**config.mk**
```make
export PLATFORM = sky130hd
export DESIGN_NAME = ifetch_unit
export DESIGN_NICKNAME = d
export VERILOG_FILES = /design/src/rtl/ifetch_unit.sv
export SDC_FILE = /design/constraint.sdc
export NUM_CORES = 1
export LEC_CHECK = 0
export ABC_CLOCK_PERIOD_IN_PS = 9900
export CORE_UTILIZATION = 40
export DETAILED_ROUTE_END_ITERATION = 8
export GPL_TIMING_DRIVEN = 1
export PLACE_DENSITY_LB_ADDON = 0.2
export RECOVER_POWER = 25
export SYNTH_ARGS = -nofsm -noshare
export SYNTH_HDL_FRONTEND = slang
export SYNTH_SLANG_ARGS = --single-unit
```
**constraint.sdc**
```tcl
create_clock -name clk -period 9.9 [get_ports clk]
set_input_delay 2.475 -clock clk [delete_from_list [all_inputs] [get_ports clk]]
set_output_delay 2.475 -clock clk [all_outputs]
set_load 0.02 [all_outputs]
```
**src/rtl/ifetch_unit.sv**
```systemverilog
// ---------------------------------------------------------------------------
// ifetch_unit
//
// Instruction fetch stage. Owns the PC, issues one request at a time to a
// variable-latency instruction memory, holds the returned word on
// instr/instr_valid until the datapath retires it, then moves the PC to the
// sequential, branch or jump successor.
//
// Handshakes (all sampled on the rising edge of clk):
//   request  : a request is accepted in a cycle where imem_req && imem_ready.
//              imem_req and imem_addr stay constant until acceptance.
//   response : imem_rvalid is only looked at while a request is outstanding
//              (S_WAIT); at most one request is ever outstanding.
//   retire   : retire is only looked at while instr_valid is high (S_HOLD);
//              branch_taken/jump are sampled together with it.
//
// Ports:
//   clk, reset          clock, synchronous active-high reset
//   imem_req/addr       fetch request and byte address (addr == pc)
//   imem_ready          memory accepts the request this cycle
//   imem_rvalid/rdata   returned instruction word
//   instr, instr_valid  held instruction for controller/datapath
//   retire              datapath consumed instr this cycle
//   branch_taken, jump  next-PC selection, valid with retire
//   pc, pc_plus4        current instruction address and pc + 4
//   state_dbg           current FSM state (S_REQ=0, S_WAIT=1, S_HOLD=2)
// ---------------------------------------------------------------------------
module ifetch_unit #(
  parameter logic [31:0] RESET_PC = 32'h0000_0000
) (
  input  logic        clk,
  input  logic        reset,
  output logic        imem_req,
  output logic [31:0] imem_addr,
  input  logic        imem_ready,
  input  logic        imem_rvalid,
  input  logic [31:0] imem_rdata,
  output logic [31:0] instr,
  output logic        instr_valid,
  input  logic        retire,
  input  logic        branch_taken,
  input  logic        jump,
  output logic [31:0] pc,
  output logic [31:0] pc_plus4,
  output logic [1:0]  state_dbg
);

  typedef enum logic [1:0] {
    S_REQ  = 2'd0,
    S_WAIT = 2'd1,
    S_HOLD = 2'd2
  } state_t;

  state_t      state_q, state_d;
  logic [31:0] pc_q, pc_d;
  logic [31:0] instr_q, instr_d;

  logic [31:0] branch_off;
  logic [31:0] branch_target;
  logic [31:0] jump_target;
  logic [31:0] next_pc;

  // Successor address. Jump keeps the upper nibble of pc + 4; branch adds a
  // sign-extended word offset to pc + 4. Both are word aligned by construction.
  assign pc_plus4      = pc_q + 32'd4;
  assign branch_off    = {{14{instr_q[15]}}, instr_q[15:0], 2'b00};
  assign branch_target = pc_plus4 + branch_off;
  assign jump_target   = {pc_plus4[31:28], instr_q[25:0], 2'b00};

  always_comb begin
    next_pc = pc_plus4;
    if (jump) begin
      next_pc = jump_target;
    end else if (branch_taken) begin
      next_pc = branch_target;
    end
  end

  always_ff @(posedge clk) begin
    if (reset) begin
      state_q <= S_REQ;
      pc_q    <= {RESET_PC[31:2], 2'b00};
      instr_q <= 32'd0;
    end else begin
      state_q <= state_d;
      pc_q    <= pc_d;
      instr_q <= instr_d;
    end
  end

  always_comb begin
    state_d = state_q;
    pc_d    = pc_q;
    instr_d = instr_q;
    case (state_q)
      S_REQ: begin
        // A response arriving alongside acceptance belongs to nothing we
        // asked for, so only imem_ready matters here.
        if (imem_ready) begin
          state_d = S_WAIT;
        end
      end
      S_WAIT: begin
        if (imem_rvalid) begin
          instr_d = imem_rdata;
          state_d = S_HOLD;
        end
      end
      S_HOLD: begin
        if (retire) begin
          pc_d    = next_pc;
          state_d = S_REQ;
        end
      end
      default: begin
        state_d = S_REQ;
      end
    endcase
  end

  assign imem_req    = (state_q == S_REQ);
  assign instr_valid = (state_q == S_HOLD);
  assign imem_addr   = pc_q;
  assign pc          = pc_q;
  assign instr       = instr_q;
  assign state_dbg   = state_q;

endmodule
```
Yosys cells after proc, flatten, opt, wreduce, memory -nomap -nowiden. Index checks and enable logic that the tools add are counted.

Bits in registers: 66. Input bits: 39. Output and inout port bits: 132. Logic and storage cells: 20.

Add/subtract/negate cells: 2. Equal/unequal tests: 5. Mux-type cells: 6. Reductions and logical operators: 4.

Operators with widths (number): $mux W32 (2); $add A32 B3 Y32 const B (1); $add A32 B32 Y32 (1); $mux W2 (3); $pmux W2 S3 (1); $ne A2 B1 Y1 const B (2); $reduce_and A2 Y1 (2); $reduce_and A3 Y1 (1); $eq A2 B1 Y1 const B (1); $eq A2 B2 Y1 const B (1); $logic_not A2 Y1 (1); $ne A2 B2 Y1 const B (1).

Logic depth before layout (Yosys ltp). Gate-level depths: netlist (run 1).

Word-level depth: 4. Gate-level depth with buffers: 17. Gate-level depth less buffers: 16.

Least setup slack after synthesis (run 1). Ideal clock, no wire load.

Kind: flip-flop to output port. Start point: register pc_q[2], in the netlist imem_addr[2]. End point: output port pc_plus4[28]. Arrival: 2509 ps. Setup slack: 4916 ps. Stages on the path, launching flop included: 8. Cell sequence: dfxtp_1 -> ha_1 -> and3_1 -> nand3_2 -> or3_2 -> nor2_1 -> and3_1 -> xor2_1.

Cells in the longest elaborated chain, start to end: 1.

RTL lines: start, declared (line 55) `logic [31:0] pc_q, pc_d;`; start signal, assigned (line 82) `pc_q <= {RESET_PC[31:2], 2'b00};`; start signal, assigned (line 86) `pc_q <= pc_d;`; $add A32 B3 Y32 (line 65) `assign pc_plus4 = pc_q + 32'd4;`; end, declared (line 44) `output logic [31:0] pc_plus4,`.

Every way passes these cells.

Final worst setup path (run 1). Ends and elaborated chain as after synthesis.

==> results of run 1 <==
==> cells by family after synthesis <==
group / count (synthesis) / synth area share (%)
and+or+nand+nor: 247 / 22.2
other: 1 / 0.0729
adders and majority gates: 37 / 9.15
xor gates and xnor gates: 49 / 8.35
buffers and inverters: 82 / 9.10
muxes: 9 / 1.80
AOI/OAI and AO/OA: 197 / 24.4
DFF: 64 / 24.9
==> sequential cells by signal (all words and copies together) (netlist names) <==
name,cells
instr,32
imem_addr,30
state_dbg,2
==> layout by cell type (no fill, tap or decap), types with 6 or more instances in the layout <==
cell type / instances
nand3_1: 17
conb_1: 6
clkdlybuf4s50_1: 150
dfxtp_1: 64
a211oi_1: 9
nor3_1: 9
and3_1: 6
xor2_1: 19
o21ai_0: 27
clkbuf_16: 9
buf_4: 6
a221oi_1: 6
nand2_1: 115
o211ai_1: 10
a21o_1: 20
inv_1: 11
mux2i_1: 7
nand4_1: 13
a21oi_1: 79
ha_1: 36
dlygate4sd3_1: 13
nand2b_1: 7
nor2_1: 53
xnor2_1: 30
==> final cells by class <==
| class | instances | share of cell area (%) |
|---|---|---|
| Inverter | 11 | 0.594 |
| Tap cell | 172 | 3.09 |
| Clock buffer | 12 | 3.83 |
| Timing Repair Buffer | 171 | 24.2 |
| Multi-Input combinational cell | 545 | 49.1 |
| Sequential cell | 64 | 18.4 |
| Clock inverter | 4 | 0.738 |
==> critical path, cell delays in order, from the launching register on <==
cell             delay (ps)
dfxtp_1                 450
ha_1                    240
and3_1                  270
nand3_2                 180
or3_2                   550
nor2_1                  350
and3_1                  280
xor2_1                  220
clkdlybuf4s50_1         640
==> per-stage QoR <==
| step | area (um2) | setup slack, ps | util, % |
|---|---|---|---|
| after floorplan | 5160 | 4920 | - |
| final | 6960 | 3900 | 55.3 |
| after detailed placement | 6640 | 4240 | 52.8 |
| after global placement | 6640 | 4340 | 52.8 |
| after CTS | 6960 | 3870 | 55.4 |
| after global routing | 6960 | 3690 | 55.3 |
==> layer usage <==
layer	track usage, %	vias up	wire length (um)
li1	-	2646	-
met1	34.9	2592	7780
met2	41.7	222	7750
met3	5.43	21	1200
met4	9.09	0	289
met5	0	-	0
==> path summary, 6_finish.rpt <==
check	from	end	slack, ps	cells past startpoint
hold / removal	instr[26]	instr[26]	460	2
setup / recovery	imem_addr[2]	pc_plus4[28]	3900	8
hold reg to reg	instr[26]	instr[26]	460	2
setup reg to reg	imem_addr[2]	imem_addr[31]	5490	13
==> report_power, final <==
part / switching [mW] / leakage, nW / internal, mW
logic: 0.0637 / 2.11 / 0.0480
clock network: 0.125 / 0.155 / 0.216
registers: 0.00833 / 0.518 / 0.265
total: 0.197 / 2.79 / 0.528
==> impl_metrics.json, run 1 <==
{
  "vias_per_cell": 5.60,
  "yosysSeqAreaShare_pct": 24.9,
  "seqCellArea_um2": 1280,
  "die_area_um2": 13300,
  "hpwl_mm": 12.5,
  "cts_max_level": 3,
  "nFillCells": 1193,
  "powerDensity_nw_per_um2": 104,
  "start_kind": "flop",
  "clk_pin_slew_ps": 50,
  "antenna_cells": 0,
  "synth_common_cells": "115 x nand2_1, 79 x a21oi_1, 64 x dfxtp_1",
  "postCtsSetupRepairBufs": 0,
  "ys_ff_latch": 64,
  "fin_hold_ws_ps": 455,
  "async_flop_share_pct": 0,
  "synth_edf_count": 0,
  "nets": 878,
  "synth.most_common_cell": "nand2_1",
  "vias": 5481,
  "yosysWarnings": 0,
  "clockBufferDepth": 2,
  "layout_min_cycle_time_ps": 6000,
  "syn_to_final_growth_pct": 35.3,
  "power.leakage_nw": 2.79,
  "first_pass_iters": 8,
  "yosys-top-cells-area": "dfxtp_1 25%, ha_1 8.8%, nand2_1 8.4%",
  "synthFlopType": "dfxtp_1",
  "fin_cells": 979,
  "tightest_slew_ps": 2850,
  "netlist_instances": 686,
  "coreArea_um2": 12600,
  "synth.top_cell.area_share_pct": 24.9,
  "grt_pass1_vias": 5151,
  "cp_max_fo": 8,
  "worstHoldPathType": "flop to flop",
  "drv_slew": 59,
  "finalHoldViolCount": 0,
  "hold_buffers": 0,
  "clk_latency_ps": 340,
  "fin_crit_sh_pct": 60.6,
  "final.setup.tns_ps": 0,
  "antenna_found_initial": 0,
  "rsz0062_at_grt": "no",
  "worstPathArrival_ps": 3520,
  "synthDistinctLibCells": 66,
  "peakVddDrop_mv": 0.0814,
  "cts_resized": 0,
  "rows": 41,
  "grt_use_total_pct": 26.1,
  "cts_root_buf": "clkbuf_16",
  "fmax_ghz": 0.167,
  "final-setup-viol-count": 0,
  "port_buffers": 164,
  "ant_nets": 0,
  "start_util_pct": 40.9,
  "multi_input_area_um2": 3410,
  "cp.required_ps": 7430,
  "grt_start_max_net_pins": 59,
  "power_mw": 0.725,
  "pin_count": 171,
  "worstSetupPathType": "flop to primary output",
  "wirelength_mm": 17.0,
  "clock_skew_ps": 8.69,
  "remaining_drc_errors": 0,
  "cts_tree": "built",
  "worstSetupEndpointType": "primary output",
  "die_w_um": 115,
  "drt_iter0_drc": 410,
  "post_drt_wl_per_cell_um": 17.4,
  "yosys.area.top_type": "dfxtp_1",
  "synth_area_per_cell_um2": 7.50,
  "violations": "max-capacitance violations, max-slew violations",
  "cts_made_buffers": 9,
  "clock_sinks": 64,
  "maxCapViolations": 1,
  "max-slew-margin-rel_pct": -89.8,
  "grt_pass1_wl_mm": 27.0,
  "layout-drive-gt1-share_pct": 5.08,
  "status": "finished with violations",
  "syn-cell-area_um2": 5140,
  "grt_overflow_total": 0,
  "dp.cells": 963,
  "place_congestion": 0.886,
  "die_h_um": 115
}
(Power assumes the default switching activity.)
==> run 2: changes to the inputs <==
--- a/config.mk
+++ b/config.mk
@@ -5,7 +5,7 @@
 export SDC_FILE = /design/constraint.sdc
 export NUM_CORES = 1
 export LEC_CHECK = 0
-export ABC_CLOCK_PERIOD_IN_PS = 9900
+export ABC_CLOCK_PERIOD_IN_PS = 4980
 export CORE_UTILIZATION = 40
 export DETAILED_ROUTE_END_ITERATION = 8
 export GPL_TIMING_DRIVEN = 1
==> constraint.sdc (replaced) <==
create_clock -name clk -period 4.98 [get_ports clk]
set_input_delay 1.245 -clock clk [delete_from_list [all_inputs] [get_ports clk]]
set_output_delay 1.245 -clock clk [all_outputs]
set_load 0.02 [all_outputs]
==> impl_metrics.json, run 2 (synthesized netlist as in run 1, its figures left out) <==
{
  "status": "finished with violations",
  "violations": "max-capacitance violations, max-slew violations",
  "powerDensity_nw_per_um2": 205,
  "clockBufferDepth": 2,
  "drv_slew": 34,
  "grt_pass1_vias": 5237,
  "setup_ws_ps": 196,
  "fmax_ghz": 0.209,
  "worstSetupEndpointType": "primary output",
  "cts_made_buffers": 9,
  "rsz0062_at_grt": "no",
  "vias_per_cell": 5.60,
  "die_h_um": 115,
  "fin_cells": 980,
  "grt_pass1_wl_mm": 26.9,
  "hold_buffers": 0,
  "grt_start_max_net_pins": 58,
  "fin_crit_sh_pct": 96.1,
  "tightest_slew_ps": 2090,
  "cts_max_level": 3,
  "start_kind": "flop",
  "final-setup-viol-count": 0,
  "port_buffers": 164,
  "die_area_um2": 13300,
  "place_congestion": 1.04,
  "start_util_pct": 40.9,
  "clock_skew_ps": 8.56,
  "layout_min_cycle_time_ps": 4780,
  "clk_latency_ps": 340,
  "ant_nets": 0,
  "postCtsSetupRepairBufs": 0,
  "die_w_um": 115,
  "worstPathArrival_ps": 3540,
  "cp_max_fo": 6,
  "clk_pin_slew_ps": 50,
  "cp.required_ps": 3730,
  "dp.cells": 965,
  "first_pass_iters": 7,
  "remaining_drc_errors": 0,
  "nFillCells": 1176,
  "rows": 41,
  "power_mw": 1.43,
  "max-slew-margin-rel_pct": -39.2,
  "power.leakage_nw": 2.84,
  "final.setup.tns_ps": 0,
  "final_cell_mix": "135 x clkdlybuf4s50_1, 115 x nand2_1, 79 x a21oi_1",
  "syn_to_final_growth_pct": 35.3,
  "critical_path.startpoint": "imem_addr[4]",
  "cts_root_buf": "clkbuf_16",
  "worstHoldPathType": "flop to flop",
  "r2r-start": "imem_addr[4]",
  "cts_tree": "built",
  "layout-drive-gt1-share_pct": 5.07,
  "final_common_cell": "clkdlybuf4s50_1",
  "clock_sinks": 64,
  "place_ws_ps": 570,
  "maxCapViolations": 1,
  "pin_count": 171,
  "nets": 880,
  "coreArea_um2": 12600,
  "grt_use_total_pct": 26.2,
  "drt_iter0_drc": 383,
  "grt_overflow_total": 0,
  "vias": 5490,
  "cts_resized": 0,
  "worstSetupPathType": "flop to primary output",
  "peakVddDrop_mv": 0.178,
  "finalHoldViolCount": 0,
  "min_from": "instr[28]",
  "wirelength_mm": 17.0,
  "post_drt_wl_per_cell_um": 17.3,
  "hpwl_mm": 12.3,
  "antenna_found_initial": 0,
  "largest_register_ffs": 32,
  "antenna_cells": 0
}
==> run 2: cell type report <==
cell class,count,area (um2),area share (%)
clock buffer,12,267,3.83
clock inverter,3,40.0,0.575
inverter,11,41.3,0.593
multi-input combinational,545,3410,49.1
sequential,64,1280,18.4
tap,172,215,3.09
timing repair buffer,173,1700,24.4
==> run 2: critical path, stage by stage, from the launching register on <==
cell	delay, ps
dfxtp_1	430
and2_1	250
and3_1	310
nand3_2	190
or3_2	560
nor2_1	320
and2_1	200
xor2_1	270
clkdlybuf4s50_1	670
==> run 2: report_power, final <==
group | leakage [nW] | switching [mW] | internal, mW
clock network | 0.154 | 0.239 | 0.424
logic | 2.17 | 0.128 | 0.0952
registers | 0.518 | 0.0170 | 0.526
total | 2.84 | 0.383 | 1.04
==> run 2: per-stage QoR <==
step | cell area (um2) | hold WS, ps | utilization (%)
after floorplan | 5160 | 535 | -
after global placement | 6660 | 444 | 53.0
after detailed placement | 6660 | 451 | 53.0
after CTS | 6960 | 459 | 55.4
after global routing | 6960 | 479 | 55.4
final | 6960 | 451 | 55.4
==> run 2: worst paths after layout <==
path	to	slack, ps	cells after the start
worst max-delay path	pc_plus4[30]	200	8
worst min-delay path	instr[28]	450	2
worst max register to register	imem_addr[31]	620	16
worst min register to register	instr[28]	450	2
==> run 2: layer usage <==
layer / vias up / GRT usage, % / routed length, um
met5: - / 0 / 0
met4: 0 / 12.6 / 355
met3: 23 / 5.32 / 1470
met2: 244 / 40.0 / 7600
met1: 2577 / 35.1 / 7560
li1: 2646 / - / -
==> run 3: changes to the inputs <==
--- a/config.mk
+++ b/config.mk
@@ -5,8 +5,11 @@
 export SDC_FILE = /design/constraint.sdc
 export NUM_CORES = 1
 export LEC_CHECK = 0
+export ABC_AREA = 1
 export ABC_CLOCK_PERIOD_IN_PS = 4980
-export CORE_UTILIZATION = 40
+export CELL_PAD_IN_SITES_DETAIL_PLACEMENT = 1
+export CELL_PAD_IN_SITES_GLOBAL_PLACEMENT = 2
+export CORE_UTILIZATION = 22
 export DETAILED_ROUTE_END_ITERATION = 8
 export GPL_TIMING_DRIVEN = 1
 export PLACE_DENSITY_LB_ADDON = 0.2
==> impl_metrics.json, run 3 <==
{
  "cp.required_ps": 5230,
  "drt_iter0_drc": 259,
  "hold_buffers": 0,
  "synth_common_cells": "274 x nand2_1, 152 x inv_1, 113 x a21oi_1",
  "synthFlopType": "dfxtp_1",
  "layout-drive-gt1-share_pct": 5.21,
  "remaining_drc_errors": 0,
  "cts_root_buf": "clkbuf_16",
  "port_buffers": 164,
  "clockBufferDepth": 2,
  "setup_ws_ps": 769,
  "rows": 60,
  "post_drt_wl_per_cell_um": 18.5,
  "final_cell_mix": "274 x nand2_1, 152 x inv_1, 120 x clkdlybuf4s50_1",
  "placed_area_um2": 7870,
  "hpwl_mm": 22.4,
  "clock_skew_ps": 10.8,
  "cts_made_buffers": 9,
  "grt_pass1_vias": 6879,
  "p_int_mw": 1.13,
  "fin_area_um2": 8190,
  "die_h_um": 168,
  "clock_sinks": 64,
  "cts_max_level": 3,
  "synth_edf_count": 0,
  "fmax_ghz": 0.237,
  "clk_pin_slew_ps": 60,
  "p_sw_share_pct": 30.0,
  "grt_overflow_total": 0,
  "p_sw_mw": 0.486,
  "drv_slew": 66,
  "nFillCells": 3499,
  "die_w_um": 168,
  "syn-cell-area_um2": 6070,
  "start_kind": "primary input",
  "syn_to_final_growth_pct": 34.9,
  "finalHoldViolCount": 0,
  "die_area_um2": 28300,
  "async_flop_share_pct": 0,
  "tightest_slew_ps": 2620,
  "antenna_found_initial": 0,
  "synth.most_common_cell": "nand2_1",
  "status": "finished with violations",
  "grt_start_max_net_pins": 66,
  "yosys.area.top_type": "dfxtp_1",
  "rsz0062_at_grt": "no",
  "cts_resized": 0,
  "vias": 6830,
  "worstHoldPathType": "flop to flop",
  "fin_crit_sh_pct": 84.6,
  "first_pass_iters": 4,
  "grt_pass1_wl_mm": 42.2,
  "max-slew-margin-rel_pct": -74.6,
  "synth_area_per_cell_um2": 5.96,
  "worstSetupEndpointType": "flop",
  "synth.top_cell.area_share_pct": 21.1,
  "yosys-top-cells-area": "dfxtp_1 21%, nand2_1 17%, inv_1 9.4%",
  "seqPwrFrac_pct": 35.3,
  "final-setup-viol-count": 0,
  "cts_tree": "built",
  "coreArea_um2": 27000,
  "final.setup.tns_ps": 0,
  "combPwrFrac_pct": 20.6,
  "vias_per_cell": 4.58,
  "antenna_cells": 0,
  "pin_count": 171,
  "ys_ff_latch": 64,
  "worstPathArrival_ps": 4460,
  "wirelength_mm": 27.6,
  "synthDistinctLibCells": 42,
  "netlist_instances": 1019,
  "layout_min_cycle_time_ps": 4210,
  "powerDensity_nw_per_um2": 198,
  "grt_use_total_pct": 19.9,
  "place_ws_ps": 1150,
  "final_common_cell": "nand2_1",
  "start_util_pct": 22.5,
  "power.leakage_nw": 3.81,
  "yosysSeqAreaShare_pct": 21.1,
  "yosysWarnings": 0,
  "postCtsSetupRepairBufs": 0,
  "violations": "max-capacitance violations, max-slew violations",
  "peakVddDrop_mv": 0.161,
  "ant_nets": 0,
  "nets": 1223,
  "clkPwrFrac_pct": 44.1,
  "place_congestion": 0.853,
  "cp_max_fo": 65,
  "worstSetupPathType": "primary input to flop",
  "largest_register_ffs": 32,
  "maxCapViolations": 1,
  "clk_latency_ps": 350
}
run 3: cell types whose count changed after synthesis, moves of 8 or more:
cell and change:
nand2_1 +159, o21ai_0 +45, a211oi_1 -9, a21o_1 -19, a21oi_1 +34, nor2_1 +14
xnor2_1 -22, inv_1 +141, o211ai_1 -8, nand3_1 +47
run 3: critical path: stages:
cell           delay (ps)
dlygate4sd3_1         560
nand3_2                80
clkbuf_1             1850
o21ai_0               450
a21oi_1               250
run 3: path summary, 6_finish.rpt:
check | slack, ps | startpoint | cells after the start | end
worst max register to register | 1370 | imem_addr[2] | 17 | imem_addr[24]
worst min-delay path | 440 | instr[29] | 2 | instr[29]
worst max-delay path | 770 | imem_rvalid | 5 | instr[14]
worst min register to register | 440 | instr[29] | 2 | instr[29]
run 3: cell type report:
cell class	count	area (um2)	share of cell area, %
clock buffer	12	256	3.13
clock inverter	3	65.1	0.794
inverter	158	593	7.24
multi-input combinational	740	3850	47.1
sequential	64	1280	15.6
tap	341	427	5.21
timing repair buffer	174	1710	20.9
run 3: logic make-up after synthesis:
| logic type | share of synthesized area, % |
|---|---|
| flip-flops | 21.1 |
| XOR/XNOR | 3.69 |
| buffers and inverters | 15.8 |
| other | 0.0617 |
| AND/OR/NAND/NOR | 33.0 |
| adder cells (fa/ha/maj) | 7.75 |
| AO/OA/AOI/OAI | 18.6 |
run 3: power groups by stage:
stage | combinational [mW] | clock, mW | sequential [mW]
after floorplan | 0.163 | 0 | 0.597
after global placement | 0.341 | 0 | 0.583
after detailed placement | 0.341 | 0 | 0.583
after CTS | 0.343 | 0.733 | 0.572
after global routing | 0.365 | 0.750 | 0.576
final | 0.333 | 0.715 | 0.571
run 3: metal layers:
metal / global-route usage, % / share of wire (%) / vias to the layer above / wire length [um]
li1: - / - / 3485 / -
met1: 26.7 / 48 / 3194 / 13300
met2: 33.2 / 46 / 135 / 12700
met3: 3.31 / 4.6 / 16 / 1270
met4: 4.35 / 1.3 / 0 / 346
met5: 0 / 0 / - / 0
run 3: stage by stage:
stage	total power [mW]	hold WS [ps]	instances	utilization, %
2_1_floorplan	0.760	520	1024	-
5_1_grt	1.69	465	1492	30.3
6_report	1.62	444	1492	30.3
3_3_place_gp	0.924	432	1477	29.1
4_1_cts	1.65	449	1492	30.3
3_5_place_dp	0.924	440	1477	29.1
